File: config.mk
export PLATFORM = sky130hd
export DESIGN_NAME = rsa_core_obuf
export DESIGN_NICKNAME = d
export VERILOG_FILES = /design/src/rtl/rsa_core_obuf.sv
export SDC_FILE = /design/constraint.sdc
export NUM_CORES = 1
export LEC_CHECK = 0
export CAP_MARGIN = 15
export CELL_PAD_IN_SITES_DETAIL_PLACEMENT = 0
export CELL_PAD_IN_SITES_GLOBAL_PLACEMENT = 1
export CORE_UTILIZATION = 51
export CTS_BUF_LIST = sky130_fd_sc_hd__clkbuf_4
export CTS_CLUSTER_SIZE = 25
export DETAILED_ROUTE_END_ITERATION = 8
export PLACE_DENSITY_LB_ADDON = 0.1
export SYNTH_ARGS = -nofsm -noshare
export SYNTH_HDL_FRONTEND = slang
export SYNTH_SLANG_ARGS = --single-unit
File: constraint.sdc
create_clock -name obuf_clk -period 3.5 [get_ports obuf_clk]
set_input_delay 1.05 -clock obuf_clk [delete_from_list [all_inputs] [get_ports obuf_clk]]
set_output_delay 1.05 -clock obuf_clk [all_outputs]
set_load 0.02 [all_outputs]
File: src/rtl/rsa_core_obuf.sv
// Result buffer behind the RSA core: captures {err, data} on each done rising edge into a
// first-word-fall-through FIFO and presents it on a valid/ready stream.
module rsa_core_obuf #(
    parameter int unsigned DATA_WIDTH = 8,
    parameter int unsigned DEPTH_LOG2 = 2
) (
    input  logic                  obuf_clk,
    input  logic                  obuf_rst,
    input  logic                  obuf_done,
    input  logic                  obuf_err,
    input  logic [DATA_WIDTH-1:0] obuf_din,
    input  logic                  obuf_clr,
    input  logic                  obuf_ready,
    output logic                  obuf_valid,
    output logic [DATA_WIDTH-1:0] obuf_dout,
    output logic                  obuf_derr,
    output logic [DEPTH_LOG2:0]   obuf_count,
    output logic                  obuf_full,
    output logic                  obuf_ovf
);

    localparam int unsigned DEPTH = 2 ** DEPTH_LOG2;
    localparam logic [DEPTH_LOG2:0] DEPTH_CNT = (DEPTH_LOG2 + 1)'(DEPTH);

    logic [DATA_WIDTH:0]   mem_q [DEPTH];
    logic [DEPTH_LOG2-1:0] wr_ptr_q, wr_ptr_d;
    logic [DEPTH_LOG2-1:0] rd_ptr_q, rd_ptr_d;
    logic [DEPTH_LOG2:0]   count_q, count_d;
    logic                  done_q;
    logic                  ovf_q, ovf_d;
    logic                  push, pop, push_ok, valid, full;

    assign valid   = (count_q != '0);
    assign full    = (count_q == DEPTH_CNT);
    assign push    = obuf_done & ~done_q;
    assign pop     = obuf_ready & valid;
    // A pop in the same cycle frees the slot, so a full FIFO can still accept.
    assign push_ok = push & (~full | pop);

    always_comb begin
        wr_ptr_d = wr_ptr_q;
        rd_ptr_d = rd_ptr_q;
        count_d  = count_q;
        ovf_d    = ovf_q;
        if (obuf_clr) begin
            wr_ptr_d = '0;
            rd_ptr_d = '0;
            count_d  = '0;
            ovf_d    = 1'b0;
        end else begin
            if (push_ok) begin
                wr_ptr_d = wr_ptr_q + 1'b1;
            end
            if (pop) begin
                rd_ptr_d = rd_ptr_q + 1'b1;
            end
            if (push_ok && !pop) begin
                count_d = count_q + 1'b1;
            end else if (!push_ok && pop) begin
                count_d = count_q - 1'b1;
            end
            if (push && !push_ok) begin
                ovf_d = 1'b1;
            end
        end
    end

    always_ff @(posedge obuf_clk or posedge obuf_rst) begin
        if (obuf_rst) begin
            wr_ptr_q <= '0;
            rd_ptr_q <= '0;
            count_q  <= '0;
            done_q   <= 1'b0;
            ovf_q    <= 1'b0;
        end else begin
            wr_ptr_q <= wr_ptr_d;
            rd_ptr_q <= rd_ptr_d;
            count_q  <= count_d;
            done_q   <= obuf_done;
            ovf_q    <= ovf_d;
        end
    end

    always_ff @(posedge obuf_clk or posedge obuf_rst) begin
        if (obuf_rst) begin
            for (int unsigned i = 0; i < DEPTH; i++) begin
                mem_q[i] <= '0;
            end
        end else if (push_ok && !obuf_clr) begin
            mem_q[wr_ptr_q] <= {obuf_err, obuf_din};
        end
    end

    // Head is masked while empty so stale slots never leak onto the stream.
    assign obuf_valid = valid;
    assign obuf_full  = full;
    assign obuf_count = count_q;
    assign obuf_ovf   = ovf_q;
    assign obuf_dout  = valid ? mem_q[rd_ptr_q][DATA_WIDTH-1:0] : '0;
    assign obuf_derr  = valid ? mem_q[rd_ptr_q][DATA_WIDTH] : 1'b0;

endmodule

==> results.yml <==
detailed_routing:
  drc: 0
  drt_iter0_drc: 78
  firstDrtPassIters: 4
  vias_per_cell: 5.52
  post_drt_wl_per_cell_um: 17.6
  ant_nets: 0
  vias: 1369
  postRouteWirelength_um: 4360
synth:
  yosysMostFrequentCell: "dfrtp_1"
  ys_ff_latch: 45
  yosysWarnings: 0
  syn_avg_cell_area_sq_um: 14.6
  async_flop_share_pct: 100
  synth.largest_area_cell: "dfrtp_1"
  yosys-top-cells-area: "dfrtp_1, mux2_4, mux4_2, mux2_2, and2_1"
  yosysSeqAreaShare_pct: 48.2
  synth_nets: 179
  synthCells: 160
  synth_area_sq_um: 2330
  synth.top_cell.area_share_pct: 48.2
  synthFlopType: "dfrtp_1"
  synth_edf_count: 0
  ys_types: 33
  synthTopCellsByCount: "dfrtp_1, mux2_4, mux2_2"
floorplan:
  core-area_sq_um: 4380
  die_width_um: 69.7
  design.die.area_sq_um: 4850
  rows: 24
  start_util_pct: 53.3
  ios: 29
  die_h_um: 69.7
setup_path:
  crit_end: "obuf_dout[3]"
  crit_arrival_ps: 2260
  path_class: "reg -> out"
  required_ps: 2450
  worst-r2r-cell-count: 6
  startpoint: "rd_ptr_q[0]"
  cp-end-kind: "primary output"
  start_kind: "flip-flop"
  ff2ff_setup_slack_ps: 1110
  path_max_fanout: 5
  worstReg2RegEnd: "obuf_count[2]"
  r2r-start: "obuf_count[0]"
timing:
  setup_viol: 0
  fin_setup_tns_ps: 0
  skew_ps: 18.2
  rsz0062_at_grt: "no"
  hold_viol_final: 0
  worst_slack_ps: 188
  max_slew_margin_pct: 62.0
  fin_crit_ps: 3310
  worst_pin_slew_ps: 570
  finalMaxSlewViolations: 0
  finalCritPeriodShare_pct: 94.6
  fmax_mhz: 302
clocking:
  cts.repair.resized: 0
  cts_sinks: 45
  clk_latency_ps: 360
  path_clk_slew_ps: 130
  clockBufferDepth: 2
  postCtsSetupBuffers: 0
  htreeDepth: 2
  cts_tree: "built"
  numCtsBuffers: 5
  ctsRootBufferMaster: "clkbuf_4"
  cts_hold_buf: 0
final_layout:
  multi_input_area_sq_um: 1110
  final-seq-area_sq_um: 1130
  num_antenna_cells: 0
  drive_gt1_share_pct: 35.7
  fill_cells: 353
  area.growth.synth_to_final_pct: 18.0
  fin_nets: 214
flow_run:
  max_cap_violations: 0
grt:
  grt_start_max_net_pins: 46
  overflow: 0
  grt_first_pass_wirelength_um: 7540
  groute.usage.overall_pct: 20.3
  antenna_found_initial: 0
  grt_pass1_vias: 1485
min_path:
  min_path_type: "reg -> reg"
pwr:
  power_leakage_nw: 1.22
  power.switching_w: 0.000571
  switching_share_pct: 31.6
  p_seq_share_pct: 40.1
  powerDensity_nw_per_um2: 657
  power_frac_clock_pct: 17.9
  power_frac_comb_pct: 42.0
  ir_worst_vdd_uv: 359
  internal_power_w: 0.00124
status:
  status: "finished clean"
placed_design:
  routabilityCongestion: 0.711
  hpwl_um: 2990
  place_ws_ps: 312
  numPortBuffers: 28
[worst min-delay path by stage]
| stage | start | end | slack, ps | cells after the start |
|---|---|---|---|---|
| 6_report | mem_q[17] | mem_q[17] | 520 | 1 |
| 3_5_place_dp | mem_q[15] | mem_q[15] | 490 | 1 |
| 2_1_floorplan | mem_q[10] | mem_q[10] | 480 | 1 |
| 5_1_grt | mem_q[12] | mem_q[12] | 540 | 1 |
| 3_3_place_gp | mem_q[10] | mem_q[10] | 480 | 1 |
| 4_1_cts | mem_q[15] | mem_q[15] | 520 | 1 |
[cell usage in the layout, fill, tap and decap left out, types with 4 or more instances in the layout]
master            n
and2_1            9
buf_4             9
clkbuf_4          6
clkdlybuf4s50_1  28
dfrtp_1          45
ha_1              4
inv_1             5
mux2_2           10
mux2_4           27
mux4_2            9
nor2_1            8
nor3b_2           4
[kinds of logic after synthesis]
group | share of synthesized area [%]
AO/OA/AOI/OAI | 2.46
XOR/XNOR | 1.50
adder cells (fa/ha/maj) | 3.00
buffers and inverters | 4.02
flip-flops | 48.2
multiplexers | 31.7
AND/OR/NAND/NOR | 9.06
[flip-flops by register name (all words and copies together) (netlist names)]
| register | count |
|---|---|
| done_q | 1 |
| mem_q | 36 |
| obuf_count | 3 |
| obuf_ovf | 1 |
| rd_ptr_q | 2 |
| wr_ptr_q | 2 |
[power by group through the flow]
| stage | sequential, W | clock [W] | combinational, W |
|---|---|---|---|
| after floorplan | 0.000713 | 0 | 0.000516 |
| after global placement | 0.000725 | 0 | 0.000750 |
| after detailed placement | 0.000735 | 0 | 0.000766 |
| after CTS | 0.000725 | 0.000330 | 0.000769 |
| after global routing | 0.000742 | 0.000348 | 0.000819 |
| final | 0.000725 | 0.000324 | 0.000761 |
[through the flow]
step | instances | instance area (sq um) | hold WS (ps) | utilization (%) | power [W]
floorplan | 160 | 2330 | 475 | - | 0.00123
global placement | 240 | 2680 | 484 | 61.0 | 0.00147
detailed placement | 240 | 2680 | 492 | 61.0 | 0.00150
CTS | 248 | 2760 | 523 | 62.8 | 0.00182
global route | 248 | 2760 | 537 | 62.8 | 0.00191
finish | 248 | 2760 | 520 | 62.8 | 0.00181
[final cells by class]
class | count | area share [%]
tap | 52 | 2.36
clock buffer | 6 | 1.63
inverter | 6 | 0.817
multi-input combinational | 100 | 40.5
timing repair buffer | 37 | 12.6
sequential | 45 | 40.9
clock inverter | 2 | 1.23
[worst max-delay path, stage by stage (launching register included)]
cell             delay [ps]
dfrtp_1                 490
buf_4                   220
mux4_2                  500
and2_1                  160
clkdlybuf4s50_1         530
[layer usage]
metal	vias up	global-route usage (%)	share of wire (%)	wire length, um
li1	634	-	-	-
met4	0	6.00	1.5	65
met1	702	26.7	46	2020
met2	26	34.0	50	2160
met3	7	4.51	2.7	117
met5	-	0	0	0
Note: power is estimated with default switching activity, not from simulation.
